===== src/rtl/watch_time_core.sv =====
// Timekeeping core: synchronises the 1 kHz tick, counts ms into BCD hh:mm:ss, supports field setting.
// Optional macro WATCH_12H_EN selects a 12-hour display with pm flag; otherwise 24-hour count.
module watch_time_core #(
    parameter int unsigned TICKS_PER_SEC = 1000,
    parameter int unsigned SYNC_STAGES   = 2
) (
    input  logic       clk_50Mhz,
    input  logic       rst,
    input  logic       clk_1Khz,
    input  logic [1:0] set_mode,
    input  logic       inc_pulse,
    output logic [3:0] hr_tens,
    output logic [3:0] hr_ones,
    output logic [3:0] min_tens,
    output logic [3:0] min_ones,
    output logic [3:0] sec_tens,
    output logic [3:0] sec_ones,
    output logic [9:0] ms_cnt,
    output logic       sec_tick,
    output logic       pm
);

    localparam int unsigned MS_W = 10;
    localparam logic [MS_W-1:0] MS_LAST = MS_W'(TICKS_PER_SEC - 1);

`ifdef WATCH_12H_EN
    localparam logic [7:0] HR_RST = 8'h12;
`else
    localparam logic [7:0] HR_RST = 8'h00;
`endif

    typedef enum logic [1:0] {
        MODE_RUN = 2'b00,
        MODE_HR  = 2'b01,
        MODE_MIN = 2'b10,
        MODE_SEC = 2'b11
    } mode_e;

    mode_e mode_c;
    assign mode_c = mode_e'(set_mode);

    logic [SYNC_STAGES-1:0] sync_q;
    logic                   edge_q;
    logic                   tick_q;

    logic [7:0]      hr_n, min_n, sec_n;
    logic [MS_W-1:0] ms_n;
    logic            sec_tick_n;

    // BCD increment of a 00..59 field
    function automatic logic [7:0] inc60(input logic [7:0] v);
        if (v[3:0] != 4'd9)      return {v[7:4], 4'(v[3:0] + 4'd1)};
        else if (v[7:4] != 4'd5) return {4'(v[7:4] + 4'd1), 4'd0};
        else                     return 8'h00;
    endfunction

    // BCD increment of the hours field (12-hour: 12,01..11; 24-hour: 00..23)
    function automatic logic [7:0] inc_hr(input logic [7:0] v);
`ifdef WATCH_12H_EN
        if (v == 8'h12)          return 8'h01;
`else
        if (v == 8'h23)          return 8'h00;
`endif
        else if (v[3:0] == 4'd9) return {4'(v[7:4] + 4'd1), 4'd0};
        else                     return {v[7:4], 4'(v[3:0] + 4'd1)};
    endfunction

    // Tick is registered so it lands SYNC_STAGES+1 edges after the 1 kHz rise
    always_ff @(posedge clk_50Mhz or posedge rst) begin
        if (rst) begin
            sync_q <= '0;
            edge_q <= 1'b0;
            tick_q <= 1'b0;
        end else begin
            sync_q <= {sync_q[SYNC_STAGES-2:0], clk_1Khz};
            edge_q <= sync_q[SYNC_STAGES-1];
            tick_q <= sync_q[SYNC_STAGES-1] & ~edge_q;
        end
    end

`ifdef WATCH_12H_EN
    logic pm_q, pm_n;
    assign pm = pm_q;
`else
    assign pm = 1'b0;
`endif

    // Next-state: run-mode carry chain or set-mode field increment
    always_comb begin
        hr_n       = {hr_tens, hr_ones};
        min_n      = {min_tens, min_ones};
        sec_n      = {sec_tens, sec_ones};
        ms_n       = ms_cnt;
        sec_tick_n = 1'b0;
`ifdef WATCH_12H_EN
        pm_n       = pm_q;
`endif
        unique case (mode_c)
            MODE_RUN: begin
                if (tick_q) begin
                    if (ms_cnt < MS_LAST) begin
                        ms_n = ms_cnt + 10'd1;
                    end else begin
                        ms_n       = '0;
                        sec_tick_n = 1'b1;
                        sec_n      = inc60({sec_tens, sec_ones});
                        if ({sec_tens, sec_ones} == 8'h59) begin
                            min_n = inc60({min_tens, min_ones});
                            if ({min_tens, min_ones} == 8'h59) begin
                                hr_n = inc_hr({hr_tens, hr_ones});
`ifdef WATCH_12H_EN
                                if ({hr_tens, hr_ones} == 8'h11) pm_n = ~pm_q;
`endif
                            end
                        end
                    end
                end
            end
            MODE_HR: begin
                ms_n = '0;
                if (inc_pulse) begin
                    hr_n = inc_hr({hr_tens, hr_ones});
`ifdef WATCH_12H_EN
                    if ({hr_tens, hr_ones} == 8'h11) pm_n = ~pm_q;
`endif
                end
            end
            MODE_MIN: begin
                ms_n = '0;
                if (inc_pulse) min_n = inc60({min_tens, min_ones});
            end
            MODE_SEC: begin
                ms_n = '0;
                if (inc_pulse) sec_n = inc60({sec_tens, sec_ones});
            end
        endcase
    end

    // Time and sub-second registers
    always_ff @(posedge clk_50Mhz or posedge rst) begin
        if (rst) begin
            {hr_tens, hr_ones}   <= HR_RST;
            {min_tens, min_ones} <= 8'h00;
            {sec_tens, sec_ones} <= 8'h00;
            ms_cnt               <= '0;
            sec_tick             <= 1'b0;
        end else begin
            {hr_tens, hr_ones}   <= hr_n;
            {min_tens, min_ones} <= min_n;
            {sec_tens, sec_ones} <= sec_n;
            ms_cnt               <= ms_n;
            sec_tick             <= sec_tick_n;
        end
    end

`ifdef WATCH_12H_EN
    always_ff @(posedge clk_50Mhz or posedge rst) begin
        if (rst) pm_q <= 1'b0;
        else     pm_q <= pm_n;
    end
`endif

endmodule

===== config.mk =====
export PLATFORM = sky130hd
export DESIGN_NAME = watch_time_core
export DESIGN_NICKNAME = d
export VERILOG_FILES = /design/src/rtl/watch_time_core.sv
export SDC_FILE = /design/constraint.sdc
export NUM_CORES = 1
export LEC_CHECK = 0
export ABC_AREA = 1
export ABC_CLOCK_PERIOD_IN_PS = 1600
export CORE_MARGIN = 4
export CORE_UTILIZATION = 50
export CTS_BUF_LIST = sky130_fd_sc_hd__clkbuf_8
export CTS_CLUSTER_DIAMETER = 50
export DETAILED_ROUTE_END_ITERATION = 7
export GPL_TIMING_DRIVEN = 0
export PLACE_DENSITY_LB_ADDON = 0.05
export SETUP_SLACK_MARGIN = 0.1
export SYNTH_ARGS = -nofsm -noshare
export SYNTH_HDL_FRONTEND = slang
export SYNTH_SLANG_ARGS = --single-unit

===== constraint.sdc =====
create_clock -name clk_50Mhz -period 1.6 [get_ports clk_50Mhz]
set_input_delay 0.4 -clock clk_50Mhz [delete_from_list [all_inputs] [get_ports clk_50Mhz]]
set_output_delay 0.4 -clock clk_50Mhz [all_outputs]
set_load 0.005 [all_outputs]

---- Word level (Yosys, flattened, before mapping) ----
Index checks and enable logic that the tools add are counted.
W data, S select, Z words.
word-level totals
  bits in read-only memories .............. 0
  memories kept ........................... 0
  bits in latches ......................... 0
  RAM bits ................................ 0
  register bits after elaboration ......... 39
cells by class
  add/subtract/negate cells ............... 7
  bitwise operators ....................... 2
  divide/modulo/power cells ............... 0
  eq/ne operators ......................... 18
  shift-type cells ........................ 0
  magnitude comparators ................... 1
  reductions and logical operators ........ 8
  multipliers ............................. 0
  mux-type cells .......................... 27
operators by type and width
  operator                 number
  $mux W8                  18
  $pmux W8 S2              3
  $add A4 B1 Y4 const B    6
  $mux W10                 2
  $pmux W10 S2             1
  $eq A8 B7 Y1 const B     2
  $ne A2 B2 Y1 const B     7
  $add A10 B1 Y10 const B  1
  $lt A10 B10 Y1 const B   1
  $eq A8 B6 Y1 const B     1
  $ne A4 B3 Y1 const B     2
  $ne A4 B4 Y1 const B     2
  $reduce_and A6 Y1        1
  $reduce_bool A2 Y1       3
  $reduce_and A5 Y1        1
  $eq A2 B2 Y1 const B     2
  $eq A4 B4 Y1 const B     1
  $reduce_and A4 Y1        1
  $mux W1                  3
  $reduce_or A3 Y1         1
  $eq A2 B1 Y1 const B     1
  $logic_not A2 Y1         1
  $and A1 B1 Y1            1
  $not A1 Y1               1

---- Depth between registers and ports, before layout ----
Gate-level depths: netlist (run 1).
  word-level depth ........................ 8
  mapped depth ............................ 11

---- Worst setup path after synthesis (run 1) ----
OpenSTA, ideal clock, no wires.
  kind .................................... input to register
  from .................................... in set_mode[0]
  to ...................................... reg ms_cnt[7]
  arrival time ............................ 1.405 ns
  path buffers ............................ 1
  setup time .............................. 0.117 ns
  slack ................................... 0.079 ns
  required time ........................... 1.483 ns
  stages .................................. 11
  cell sequence ........................... inv_1 ha_1 buf_6 nand2_4 nand3_1 nor2_1 nand2_1 nor2_2 nand2_1 nand2_1 nor2_1
on the way
  word-level cells in the longest chain between the ends .. 3
ends and longest elaborated chain
  what                                                 RTL line  source
  from (decl)                                          10        input logic [1:0] set_mode,
  $eq A2 B2 Y1 / $eq A2 B1 Y1 (equally long branches)  98        unique case (mode_c)
  $reduce_or A3 Y1 (no line)                           --
  $pmux W10 S2                                         98
  to (signal assigned)                                 151       ms_cnt <= ms_n;
  to (decl)                                            18        output logic [9:0] ms_cnt,
Parallel ways exist; a longest one is shown, timed or not.
A chain may end at the register's enable or synchronous reset.

---- Worst setup path in the final report (run 1) ----
  from .................................... reg ms_cnt[0]
  to ...................................... out ms_cnt[0]
No word-level cell between the ends.

==> results of run 1 <==
==> registers in the layout (all words and copies together), names as in the netlist, 2 cells and up <==
signal and cells:
min_ones 4, ms_cnt 10, sync_q 2, sec_tens 4, min_tens 4, hr_ones 4
hr_tens 4, sec_ones 4
==> final timing paths <==
path	startpoint	depth (start not counted)	to	slack [ns]
max	ms_cnt[0]	2	ms_cnt[0]	0.11
min	sync_q[0]	0	sync_q[1]	0.35
max reg2reg	ms_cnt[1]	11	hr_tens[2]	0.11
min reg2reg	sync_q[0]	0	sync_q[1]	0.35
max in group asynchronous	rst	2	min_tens[0]	0.45
min in group asynchronous	rst	2	hr_ones[3]	0.60
==> cell families after synthesis <==
family | after synthesis | synth area share
AOI/OAI and AO/OA | 33 | 0.0737
xor gates and xnor gates | 9 | 0.0344
adders and majority gates | 9 | 0.0492
buffers and inverters | 46 | 0.0879
DFF | 39 | 0.426
other | 1 | 0.00164
and+or+nand+nor | 161 | 0.327
==> critical path: cells and delay by family (launching register included) <==
kind,cells,cell delay (ns)
DFF,1,0.41
buffers and inverters,2,0.40
==> synth_stat cells <==
library cell	n	area (µm²)
nand2_1	82	308
nand3_2	1	10.0
nand4_1	5	31.3
nand3_1	23	115
nor2_4	3	33.8
o21ai_0	19	95.1
buf_4	1	7.51
nor2_1	26	97.6
nor3_1	3	15.0
inv_2	1	3.75
buf_6	3	33.8
nand2_2	7	43.8
conb_1	1	3.75
a21oi_1	13	65.1
nor2_8	1	20.0
inv_4	1	6.26
or2_2	2	12.5
nand2_4	2	22.5
a41oi_1	1	8.76
nor2_2	4	25.0
dfrtp_1	39	976
inv_1	40	150
xnor2_1	3	26.3
nor3b_1	2	15.0
xor2_1	6	52.6
ha_1	9	113
==> timing repair <==
action,in CTS,in global routing
hold buffers,0,0
setup buffers,43,13
endpoints found under the hold margin,0,0
setup endpoints to repair,67,31
pin swaps,12,27
resized for setup,62,59
gates cloned,0,0
==> per-layer routing <==
layer | global-route usage | up-vias | part of all wire
met5 | 0 | - | 0
li1 | - | 1140 | -
met4 | 0.0544 | 0 | 0.012
met3 | 0.0422 | 8 | 0.040
met1 | 0.271 | 1092 | 0.44
met2 | 0.332 | 43 | 0.51
==> power by group through the flow <==
stage          registers (mW)  logic, mW  clock network (mW)
5_1_grt                  1.31       1.82               0.648
6_report                 1.29       1.64               0.587
3_3_place_gp             1.42       1.02                   0
3_5_place_dp             1.42       1.04                   0
2_1_floorplan            1.40      0.573                   0
4_1_cts                  1.27       1.37               0.603
==> cell type report <==
class | count | area (µm²) | share of cell area
clock inverters | 1 | 3.75 | 0.00109
flip-flops and latches | 39 | 981 | 0.285
inverters | 42 | 165 | 0.0479
plain buffers | 4 | 48.8 | 0.0142
well taps | 52 | 65.1 | 0.0189
repair buffers | 96 | 792 | 0.230
clock buffers | 5 | 68.8 | 0.0200
multi-input cells | 213 | 1320 | 0.384
==> impl_metrics.yaml, run 1 <==
outcome:
  status: "finished, final reports clean"
cells_and_area:
  final_common_cell: "nand2_1"
  fill_cells: 322
  nets: 416
  finalInstanceArea_mm2: 0.00345
  areaGrowthSynthToFinish_pct: 50.5
  drive_above_1_share: 0.348
  fin_util: 0.786
  mostFrequentLayoutCells: "67 x nand2_1, 51 x buf_4, 35 x dfrtp_1, 35 x dlygate4sd2_1, 30 x inv_1"
  antenna_cells: 0
  fin_cells: 452
detailed_routing:
  drtAntennaViolNets: 0
  drtIter0Drc: 131
  vias: 2283
  vias_per_cell: 5.05
  wl_per_cell_um: 12.5
  wl_um: 5650
  route.detailed.drc: 0
  firstDrtPassIters: 4
power:
  power.density_mw_per_mm2: 1020
  total_power_mw: 3.52
  comb_power_share: 0.467
  pwr-share-seq: 0.367
  p_sw_frac: 0.357
  internal-power_mw: 2.26
  vdd_drop_max_v: 0.000736
  switchingPower_mw: 1.26
  clock_power_share: 0.167
  p_leak_nw: 1.83
yosys:
  synthesis.nets: 313
  synthCells: 298
  syn_avg_cell_area_um2: 7.69
  ys_warn_count: 0
  synth-seq-cells: 39
  synth_seq_area_share: 0.426
  syn_area_mm2: 0.00229
  synth_cell_type_count: 26
sta:
  hold_viol_final: 0
  fin_tns_setup_ns: 0
  fin_crit_ns: 1.49
  setup_ws_ns: 0.107
  rsz0062_at_grt: "yes"
  finalMaxSlewViolations: 0
  finalCritPeriodShare: 0.933
  setup_viol: 0
  worst_pin_slew_ns: 0.813
  skew_ns: 0.00404
  whs_ns: 0.354
  relSlewSlack: 0.457
  fmax_ghz: 0.670
global_route:
  antenna_found_initial: 0
  gr-usage-all-layers: 0.202
  grt_overflow_total: 0
  grt_max_degree: 40
  grt_pass1_wl_um: 8980
  grt_pass1_vias: 2033
placed_design:
  dpl_cell_area_mm2: 0.00277
  portBuffers: 40
  placedCellCount: 390
  pre_cts_ws_ns: -0.554
  routabilityCongestion: 0.804
  hpwl_um: 3310
clock_tree:
  tritoncts: "done"
  root_buffer: "clkbuf_8"
  cts_made_buffers: 5
  clock_path_buffers: 2
  htree_levels: 2
  clkLatencyLatePin_ns: 0.28
  cts.sinks: 39
  clkTransAtPathRegs_ns: 0.07
critical_path:
  max_stage_delay_ns: 0.41
  critPathRequiredTime_ns: 1.20
  crit_slowest_cell: "dfrtp_1"
  worstPathCellList: "buf_4, dlygate4sd2_1"
  critPathLaunchType: "flop"
  worstPathArrival_ns: 1.09
  timing_worst_setup_path_type: "reg -> out"
  end_kind: "output pin"
  worst-path-max-fanout: 4
die:
  dieArea_mm2: 0.00573
  chipHeight_um: 75.7
  rows: 24
  pin_count: 42
  chipWidth_um: 75.7
  initial_utilization: 0.523
  core_mm2: 0.00438
run:
  maxCapViolations: 0
min_path:
  worst_hold_path_type: "reg -> reg"
Note: power is estimated with default switching activity, not from simulation.
==> inputs of run 2 (changes only) <==
GPL_TIMING_DRIVEN = default   (was 0)
==> impl_metrics.yaml, run 2 (synthesis gave the netlist of run 1 again) <==
outcome:
  status: "finished, final reports clean"
sta:
  setup_viol: 0
  finalCritPeriodShare: 0.990
  finalMaxSlewViolations: 0
  whs_ns: 0.357
  fin_tns_setup_ns: 0
  rsz0062_at_grt: "yes"
  fmax_ghz: 0.631
  fin_crit_ns: 1.58
  hold_viol_final: 0
  setup_ws_ns: 0.0159
  skew_ns: 0.00697
global_route:
  gr-usage-all-layers: 0.211
  antenna_found_initial: 0
  grt_pass1_vias: 2186
  grt_pass1_wl_um: 9290
  grt_max_degree: 40
  grt_overflow_total: 0
critical_path:
  worstPathArrival_ns: 1.77
  end_kind: "flop"
  worst-path-max-fanout: 6
  cp_common_cell: "nand2_4"
  max_stage_delay_ns: 0.38
  worstPathCellList: "buf_6, nand2_4, nor2_4, nand3_4, nand2_4, nand2_4, buf_12, nor2_8, nand2_4, nand2_1, nand2_1"
  crit_slowest_cell: "dfrtp_1"
  critPathLaunchType: "flop"
  critPathRequiredTime_ns: 1.78
  timing_worst_setup_path_type: "reg -> reg"
power:
  total_power_mw: 3.65
  vdd_drop_max_v: 0.000755
  power.density_mw_per_mm2: 1030
  p_leak_nw: 1.89
cells_and_area:
  largest_reg_flops: 10
  areaGrowthSynthToFinish_pct: 54.7
  nets: 426
  drive_above_1_share: 0.347
  antenna_cells: 0
  regMostFlops: "ms_cnt"
  mostFrequentLayoutCells: "66 x nand2_1, 59 x buf_4, 36 x dfrtp_1"
  fin_util: 0.808
  finalInstanceArea_mm2: 0.00354
  fin_cells: 464
  final_common_cell: "nand2_1"
placed_design:
  hpwl_um: 3600
  dpl_cell_area_mm2: 0.00293
  placedCellCount: 410
  routabilityCongestion: 0.816
  pre_cts_ws_ns: -0.521
  portBuffers: 40
detailed_routing:
  drtIter0Drc: 109
  drtAntennaViolNets: 0
  firstDrtPassIters: 4
  vias_per_cell: 4.94
  wl_um: 6010
  vias: 2294
  wl_per_cell_um: 12.9
  route.detailed.drc: 0
die:
  pin_count: 42
  initial_utilization: 0.523
  chipHeight_um: 75.7
  chipWidth_um: 75.7
  dieArea_mm2: 0.00573
  core_mm2: 0.00438
  rows: 24
clock_tree:
  htree_levels: 2
  tritoncts: "done"
  root_buffer: "clkbuf_8"
  clkTransAtPathRegs_ns: 0.08
  clock_path_buffers: 2
  cts.sinks: 39
  clkLatencyLatePin_ns: 0.29
  cts_made_buffers: 5
run:
  maxCapViolations: 0
min_path:
  worst_hold_path_type: "reg -> reg"
-- run 2: cell count changes in the layout (fill, tap and decap cells not counted), moves of 3 or more --
cell and change:
nand2_2 +4, inv_2 -3, inv_1 +5, buf_4 +8
-- run 2: area by class of cell --
class                      instances  area (µm²)
clock inverter                     3        12.5
fill                             315         841
multi-input combinational        213        1320
tap                               52        65.1
sequential                        39         980
timing repair buffer             110         931
clock buffer                       5        68.8
inverter                          42         165
-- run 2: metal layers --
layer / vias up / part of all wire / wire (µm) / GRT usage
li1: 1160 / - / - / -
met1: 1081 / 0.44 / 2620 / 0.254
met2: 43 / 0.52 / 3120 / 0.377
met3: 10 / 0.032 / 193 / 0.0449
met4: 0 / 0.013 / 78 / 0.0621
met5: - / 0 / 0 / 0
-- run 2: critical path: cells and delay by family, from the launching register on --
kind | cells | cell delay (ns)
flip-flops | 1 | 0.38
buffers and inverters | 2 | 0.28
AND/OR/NAND/NOR | 9 | 0.81
-- run 2: power breakdown --
| part | switching (mW) | internal (mW) | total (mW) | leakage, nW |
|---|---|---|---|---|
| Combinational | 0.859 | 0.870 | 1.73 | 1.33 |
| Clock | 0.346 | 0.294 | 0.640 | 0.0505 |
| Sequential | 0.116 | 1.16 | 1.28 | 0.515 |
| Total | 1.32 | 2.33 | 3.65 | 1.89 |
-- run 2: what timing repair did --
| action | in CTS | in global routing |
|---|---|---|
| resized for setup | 54 | 61 |
| hold endpoints to repair | 0 | 0 |
| endpoints found under the setup margin | 67 | 33 |
| pin swaps | 7 | 25 |
| buffers inserted | 32 | 14 |
| hold buffers | 0 | 0 |
-- run 2: worst paths after layout --
check	to	slack [ns]	startpoint	cells after the start
worst max register to register	hr_tens[2]	0.02	ms_cnt[7]	11
worst max-delay path	hr_tens[2]	0.02	ms_cnt[7]	11
min in group asynchronous	ms_cnt[8]	0.46	rst	3
worst min-delay path	sync_q[1]	0.36	sync_q[0]	0
worst min register to register	sync_q[1]	0.36	sync_q[0]	0
max in group asynchronous	min_tens[0]	0.92	rst	3
==> inputs of run 3 (changes only) <==
==> constraint.sdc (replaced) <==
create_clock -name clk_50Mhz -period 1.6 [get_ports clk_50Mhz]
set_input_delay 0.16 -clock clk_50Mhz [delete_from_list [all_inputs] [get_ports clk_50Mhz]]
set_output_delay 0.16 -clock clk_50Mhz [all_outputs]
set_load 0.005 [all_outputs]
==> impl_metrics.yaml, run 3 (synthesis gave the netlist of run 1 again) <==
critical_path:
  max_stage_delay_ns: 0.36
  r2r_slack_ns: 0.11
  cp_common_cell: "nand2_2"
  r2r-end: "hr_tens[0]"
  timing_worst_setup_path_type: "reg -> reg"
  critical_path_depth: 11
  worstPathArrival_ns: 1.68
  critPathLaunchType: "flop"
  critPathRequiredTime_ns: 1.78
  end_kind: "flop"
  crit_buf_inv: 1
  r2r_cells: 11
  critical_path.top_delay_family: "simple AND/OR/NAND/NOR gates"
  worstPathCellList: "ha_2, nand2_2, nand2_2, nand3_2, nand2_2, nand2_4, buf_12, nor2_8, nand2_4, nand2_1, nand2_1"
  worstReg2RegStart: "ms_cnt[0]"
  worst-path-max-fanout: 6
  crit_slowest_cell: "dfrtp_1"
placed_design:
  portBuffers: 40
  routabilityCongestion: 0.848
  pre_cts_ws_ns: -0.376
  hpwl_um: 3620
cells_and_area:
  final_common_cell: "nand2_1"
  areaGrowthSynthToFinish_pct: 43.9
  mostFrequentLayoutCells: "68 x nand2_1, 40 x buf_4, 37 x dfrtp_1"
  antenna_cells: 0
  regMostFlops: "ms_cnt"
  largest_reg_flops: 10
  drive_above_1_share: 0.275
  nets: 399
  fin_util: 0.752
detailed_routing:
  routed-wl-met2_um: 2310
  met3_length_um: 226
  wl_per_cell_um: 11.4
  highest_layer: "met4"
  vias: 2117
  vias_per_cell: 4.84
  drtIter0Drc: 90
  wl_um: 4990
  route.detailed.drc: 0
  wl_met1_um: 2410
  firstDrtPassIters: 4
  drtAntennaViolNets: 0
die:
  initial_utilization: 0.523
  core_mm2: 0.00438
  rows: 24
  chipWidth_um: 75.7
  chipHeight_um: 75.7
  dieArea_mm2: 0.00573
  pin_count: 42
clock_tree:
  clkTransAtPathRegs_ns: 0.08
  root_buffer: "clkbuf_8"
  cts_made_buffers: 5
  cts.sinks: 39
  clock_path_buffers: 2
  tritoncts: "done"
  ctsHoldBuffers: 0
  htree_levels: 2
  clkLatencyLatePin_ns: 0.29
sta:
  hold_viol_final: 0
  finalMaxSlewViolations: 0
  finalCritPeriodShare: 0.933
  skew_ns: 0.00639
  whs_ns: 0.236
  fin_crit_ns: 1.49
  rsz0062_at_grt: "yes"
  fmax_ghz: 0.670
  setup_viol: 0
  setup_ws_ns: 0.107
global_route:
  gr-usage-all-layers: 0.190
  grt_max_degree: 40
  grt_overflow_total: 0
  antenna_found_initial: 0
  grt_pass1_wl_um: 8430
  grt_pass1_vias: 1964
min_path:
  worst_hold_path_type: "in -> async"
run:
  maxCapViolations: 0
outcome:
  status: "finished, final reports clean"
power:
  vdd_drop_max_v: 0.000905
  power.density_mw_per_mm2: 1080
  p_leak_nw: 1.61
[run 3: changes by cell type in the layout (fill, tap and decap cells not counted), moves of 3 or more]
cell	previous run	this run
buf_6	8	1
nand2_4	8	5
clkdlybuf4s50_1	3	36
nor2_1	20	24
dlygate4sd2_1	34	1
buf_4	59	40
o21ai_0	14	17
nor2_4	8	4
dlymetal6s2s_1	0	3
[run 3: area by class of cell]
type | instances | area [µm²]
well taps | 52 | 65.1
repair buffers | 83 | 758
flip-flops and latches | 39 | 978
clock inverters | 2 | 35.0
multi-input cells | 213 | 1220
fillers | 345 | 1090
clock buffers | 6 | 82.6
inverters | 42 | 160
[run 3: metal layers]
metal  up-vias  global-route usage
li1       1105                   -
met1       958               0.269
met2        49               0.297
met3         5              0.0422
met4         0              0.0485
met5         -                   0
[run 3: worst max-delay path by stage]
stage | from | end
final | ms_cnt[0] | hr_tens[0]
after global placement | set_mode[0] | hr_ones[2]
after detailed placement | set_mode[1] | hr_ones[0]
after CTS | sec_tens[3] | hr_tens[3]
after global routing | ms_cnt[0] | hr_tens[1]
after floorplan | ms_cnt[0] | hr_tens[0]
[run 3: what timing repair did]
item	in CTS	in global routing
endpoints found under the setup margin	29	32
resized for setup	10	35
endpoints found under the hold margin	0	0
buffers inserted	4	6
pin swaps	4	16
[run 3: worst min-delay path, delay by kind of cell]
family | cells | cell delay, ns
buf+inv | 3 | 0.74
[run 3: metrics by stage]
| stage | setup TNS [ns] | instance area [µm²] | instances | power, mW |
|---|---|---|---|---|
| 2_1_floorplan | 0 | 2290 | 298 | 1.97 |
| 3_3_place_gp | -8.33 | 2990 | 419 | 2.57 |
| 3_5_place_dp | -9.45 | 2990 | 419 | 2.59 |
| 4_1_cts | 0 | 3160 | 431 | 3.49 |
| 5_1_grt | -0.0134 | 3300 | 437 | 3.84 |
| 6_report | 0 | 3300 | 437 | 3.57 |
[run 3: power by group]
part / total (mW) / internal [mW] / switching, mW
combinational: 1.37 / 0.744 / 0.625
clock: 0.845 / 0.504 / 0.340
sequential: 1.36 / 1.16 / 0.191
==> patch 1 (settings of run 2) <==
Add a define of `WATCH_12H_EN`.
--- a/src/rtl/watch_time_core.sv
+++ b/src/rtl/watch_time_core.sv
@@ -1,5 +1,7 @@
 // Timekeeping core: synchronises the 1 kHz tick, counts ms into BCD hh:mm:ss, supports field setting.
 // Optional macro WATCH_12H_EN selects a 12-hour display with pm flag; otherwise 24-hour count.
+`define WATCH_12H_EN
+
 module watch_time_core #(
     parameter int unsigned TICKS_PER_SEC = 1000,
     parameter int unsigned SYNC_STAGES   = 2
Function: changed (Yosys sat finds a counterexample within 4 cycles, from zero or initial values and one cycle with rst high).
==> patch 1 against run 2 <==
Worst setup slack better by 0.032 ns. Sequential cell count up 1. Design area up 12%. Power up 11%. Non-clock buffer count up 8. Routed wire length up 8.6%. Clock skew up 0.0075 ns. Synthesized area up 9.5%. Largest cell class unchanged.
==> patch 1: results (changes against run 2) <==
| Metric | Value |
|---|---|
| Initial DRC Count | `76 (-30%)` |
| Status | `completed` |
| Final core utilization | `0.826 (+0.0182)` |
| Synth area leaders | `dfrtp_1 38%, nand2_1 11%, inv_1 4.6%` |
| Met2 WL | `3320 um (+6.6%)` |
| Largest net degree at the start of global routing | `41 (+2.5%)` |
| Placer congestion estimate | `0.861 (+5.5%)` |
| Switching share of total power | `0.370 (+0.00827)` |
| Vias in the first global route | `2303 (+5.4%)` |
| Leakage power of the design | `2.04 nW (+7.6%)` |
| Clock Skew | `0.0144 ns (+0.00746 ns)` |
| GR Layer Usage met2 | `0.337 (-0.0398)` |
| Port bufs | `41 (+2.5%)` |
| DP Worst Slack | `-0.474 ns (+0.0472 ns)` |
| Seq/Total Area, Yosys | `0.400 (-0.0260)` |
| Area taken by multi-input logic gates | `0.00160 mm^2 (+21%)` |
| WL final | `6520 um (+8.6%)` |
| Total track usage | `0.200 (-0.0109)` |
| Avg Cell Area, Syn | `8.31 um^2 (+8.1%)` |
| Worst Reg2Reg Path Length in Cells | `12 (+1)` |
| Seq cells | `40 (+2.6%)` |
| Fill count | `314 (-0.32%)` |
| Routed wl met3 | `214 um (+11%)` |
| Crit Path Max Fanout | `7 (+1)` |
| DP Area | `0.00321 mm^2 (+9.5%)` |
| Non-CTS buffers | `118 (+7.3%)` |
| Non-clock buffers, area share | `0.255 (-0.00804)` |
| Layout cells sized above 1 | `0.435 (+0.0882)` |
| Reg area | `0.00101 mm^2 (+2.8%)` |
| Grt met3 use | `0.0420 (-0.00290)` |
| Final HPWL DP | `3800 um (+5.7%)` |
| Worst vdd ir | `0.921 mV (+22%)` |
| Inverter count | `36 (-14%)` |
| Commonest cells in the netlist | `76 x nand2_1, 38 x dfrtp_1, 31 x inv_1` |
| First-pass GRT wire length | `9990 um (+7.6%)` |
| Vias | `2436 (+6.2%)` |
| Final cell count without fillers | `492 (+6.0%)` |
| Clk tree area frac | `0.0272 (+0.00425)` |
patch 1: cell types whose count changed in the layout (fill, tap and decap cells not counted), sizes merged, moves of 3 or more:
cell          run 2  this run
nand2            91        94
nand4             5         8
nor3              3        11
inv              44        37
nor2             34        31
buf              70        79
patch 1: power groups by stage:
stage	logic, mW	registers, mW	clock network [mW]
2_1_floorplan	0.719	1.44	0
3_3_place_gp	1.25	1.46	0
3_5_place_dp	1.28	1.46	0
4_1_cts	1.64	1.31	0.843
5_1_grt	2.08	1.35	0.883
6_report	1.91	1.32	0.826
patch 1: logic make-up after synthesis:
kind of cell               count (synthesis)  share of synthesized area
and+or+nand+nor                          174                      0.379
DFF                                       40                      0.400
buffers and inverters                     39                     0.0728
AOI/OAI and AO/OA                         33                     0.0823
xor gates and xnor gates                   9                     0.0314
adders and majority gates                  7                     0.0349
patch 1: timing repair:
action | CTS | global route
endpoints found under the setup margin | 70 | 32
pin swaps | 27 | 34
resized for setup | 78 | 54
cloned | 0 | 0
buffers inserted | 42 | 7
patch 1: critical path, cell delays in order, from the launching register on:
cell and delay, ns:
dfrtp_1 0.41, buf_6 0.13, ha_4 0.16, nand2_4 0.06, nand3_2 0.07, nand2_2 0.11
nand2_4 0.08, nand2_8 0.09, inv_8 0.05, buf_12 0.14, nand2_8 0.09, nand2_2 0.06
o21ai_2 0.05
patch 1: worst paths after layout:
check	startpoint	to	slack [ns]
setup / recovery	ms_cnt[0]	min_ones[2]	0.05
hold reg to reg	sync_q[0]	sync_q[1]	0.36
max in group asynchronous	rst	hr_tens[0]	0.88
min in group asynchronous	rst	ms_cnt[3]	0.45
hold / removal	sync_q[0]	sync_q[1]	0.36
setup reg to reg	ms_cnt[0]	min_ones[2]	0.05
==> patch 2 (config.mk and constraints of run 2) <==
Made on the original files. Register the output `min_tens`, cleared by the reset; this adds one clock of latency there. The other outputs are not delayed to match.
--- a/src/rtl/watch_time_core.sv
+++ b/src/rtl/watch_time_core.sv
@@ -35,6 +35,8 @@
         MODE_MIN = 2'b10,
         MODE_SEC = 2'b11
     } mode_e;
+
+    logic [3:0] min_tens_d;
 
     mode_e mode_c;
     assign mode_c = mode_e'(set_mode);
@@ -88,7 +90,7 @@
     // Next-state: run-mode carry chain or set-mode field increment
     always_comb begin
         hr_n       = {hr_tens, hr_ones};
-        min_n      = {min_tens, min_ones};
+        min_n      = {min_tens_d, min_ones};
         sec_n      = {sec_tens, sec_ones};
         ms_n       = ms_cnt;
         sec_tick_n = 1'b0;
@@ -105,8 +107,8 @@
                         sec_tick_n = 1'b1;
                         sec_n      = inc60({sec_tens, sec_ones});
                         if ({sec_tens, sec_ones} == 8'h59) begin
-                            min_n = inc60({min_tens, min_ones});
-                            if ({min_tens, min_ones} == 8'h59) begin
+                            min_n = inc60({min_tens_d, min_ones});
+                            if ({min_tens_d, min_ones} == 8'h59) begin
                                 hr_n = inc_hr({hr_tens, hr_ones});
 `ifdef WATCH_12H_EN
                                 if ({hr_tens, hr_ones} == 8'h11) pm_n = ~pm_q;
@@ -127,7 +129,7 @@
             end
             MODE_MIN: begin
                 ms_n = '0;
-                if (inc_pulse) min_n = inc60({min_tens, min_ones});
+                if (inc_pulse) min_n = inc60({min_tens_d, min_ones});
             end
             MODE_SEC: begin
                 ms_n = '0;
@@ -140,13 +142,13 @@
     always_ff @(posedge clk_50Mhz or posedge rst) begin
         if (rst) begin
             {hr_tens, hr_ones}   <= HR_RST;
-            {min_tens, min_ones} <= 8'h00;
+            {min_tens_d, min_ones} <= 8'h00;
             {sec_tens, sec_ones} <= 8'h00;
             ms_cnt               <= '0;
             sec_tick             <= 1'b0;
         end else begin
             {hr_tens, hr_ones}   <= hr_n;
-            {min_tens, min_ones} <= min_n;
+            {min_tens_d, min_ones} <= min_n;
             {sec_tens, sec_ones} <= sec_n;
             ms_cnt               <= ms_n;
             sec_tick             <= sec_tick_n;
@@ -160,4 +162,12 @@
     end
 `endif
 
+    always_ff @(posedge clk_50Mhz or posedge rst) begin
+        if (rst) begin
+            min_tens <= '0;
+        end else begin
+            min_tens <= min_tens_d;
+        end
+    end
+
 endmodule
Function: same outputs for any inputs over 4 cycles, from zero or initial values and one cycle with rst high; that may be too few to reach the edited logic, so the function may still have changed.
==> patch 2 against run 2 <==
Power is 24% higher. Clock power grew 12%. Critical endpoint is now min_ones[3]. Sequential cell count grew 4. Clock skew grew 0.0031 ns. Routed wire length grew 35%. Non-clock buffer count grew 8. Sequential power grew 15%. Worst setup slack worse by 0.069 ns. Sequential share of layout area shrank 0.42 points. Largest power group unchanged. Utilization is 7.3 points higher. Synthesized area is 5.1% higher. The run now ends with negative setup slack left. Design area up 12%.
==> patch 2: results (changes against run 2) <==
| Metric | Value |
|---|---|
| Initial antenna violation count | `0 (unchanged)` |
| Layout cells sized above 1 | `0.453 (+0.106)` |
| Crit Path Max Fanout | `8 (+2)` |
| Commonest cells in the netlist | `78 x nand2_1, 43 x dfrtp_1, 32 x inv_1` |
| Clock Path Buffers | `2 (unchanged)` |
| Worst vdd ir | `0.840 mV (+11%)` |
| H-tree depth | `2 (unchanged)` |
| Seq/Total Area, Yosys | `0.447 (+0.0208)` |
| DP Worst Slack | `-0.518 ns (+0.00300 ns)` |
| Violated checks | `negative setup slack` |
| Fin nets | `430 (+0.94%)` |
| Placer congestion estimate | `0.791 (-3.0%)` |
| Post_cts resized | `93 (+72%)` |
| Status | `finished with violations` |
| Final cell count without fillers | `467 (+0.65%)` |
| Leakage power of the design | `2.02 nW (+6.4%)` |
| Final Setup Violations | `22 (+22)` |
| Via density | `5.60 (+13%)` |
| DR pass1 iterations | `8 (+4)` |
| Crit path arrival time | `1.85 ns (+0.08 ns)` |
| Synth cell types | `32 (+23%)` |
| Initial DRC Count | `207 (+90%)` |
| DP Area | `0.00302 mm^2 (+3.1%)` |
| Dpl cells | `402 (-2.0%)` |
| Final WS setup | `-0.0534 ns (-0.0693 ns)` |
| Final HPWL DP | `3460 um (-3.8%)` |
| CP max stage delay | `0.37 ns` |
| Hold Slack | `0.369 ns (+0.0123 ns)` |
| Switching share of total power | `0.390 (+0.0274)` |
| Post-CTS Setup Repair Bufs | `46 (+44%)` |
| First-pass GRT wire length | `10900 um (+17%)` |
| Setup TNS | `-0.633 ns (-0.633 ns)` |
| WL/cell | `17.4 um (+34%)` |
| Vias in the first global route | `2432 (+11%)` |
| Synth area leaders | `dfrtp_1 45%, nand2_1 12%, nand3_1 5.8%` |
| Avg Cell Area, Syn | `8.16 um^2 (+6.2%)` |
| Clock Skew | `0.0101 ns (+0.00310 ns)` |
| Largest net degree at the start of global routing | `44 (+10%)` |
| Total track usage | `0.222 (+0.0117)` |
## patch 2: cell count changes in the layout (fill, tap and decap cells not counted), sizes merged, moves of 2 or more
cell	delta
o21a	+3
nor2	-3
inv	-11
xnor2	-2
dfrtp	+4
nand4	-4
buf	+9
a21oi	-2
nand3	+6
nand2	-2
nand3b	+4
o21ai	-2
## patch 2: cell families after synthesis
kind of cell / Yosys count / synth area share
DFF: 43 / 0.447
AOI/OAI and AO/OA: 33 / 0.0826
and+or+nand+nor: 164 / 0.328
buffers and inverters: 38 / 0.0691
adders and majority gates: 9 / 0.0468
other: 1 / 0.00156
xor gates and xnor gates: 7 / 0.0255
## patch 2: routing by layer
layer	share of wire	wire (um)	vias to the layer above	global-route usage
met2	0.51	4160	118	0.403
met3	0.055	442	32	0.0370
met4	0.033	265	0	0.0676
met1	0.40	3240	1284	0.270
li1	-	-	1181	-
met5	0	0	-	0
## patch 2: layout make-up
type / count / area (um^2)
clock buffers: 6 / 82.6
clock inverters: 1 / 5.00
fillers: 203 / 534
inverters: 33 / 141
multi-input cells: 214 / 1540
flip-flops and latches: 43 / 1080
well taps: 52 / 65.1
repair buffers: 118 / 1060
## patch 2: power by group through the flow
stage | Combinational (mW) | Clock (mW) | Sequential (mW)
2_1_floorplan | 0.698 | 0 | 1.57
3_3_place_gp | 1.31 | 0 | 1.56
3_5_place_dp | 1.34 | 0 | 1.56
4_1_cts | 1.81 | 0.713 | 1.43
5_1_grt | 2.52 | 0.783 | 1.50
6_report | 2.35 | 0.717 | 1.47
## patch 2: path summary, 6_finish.rpt
check,startpoint,end
max,ms_cnt[7],min_ones[3]
min,sync_q[0],sync_q[1]
max reg2reg,ms_cnt[7],min_ones[3]
min reg2reg,sync_q[0],sync_q[1]
max in group asynchronous,rst,min_ones[0]
min in group asynchronous,rst,min_tens[3]
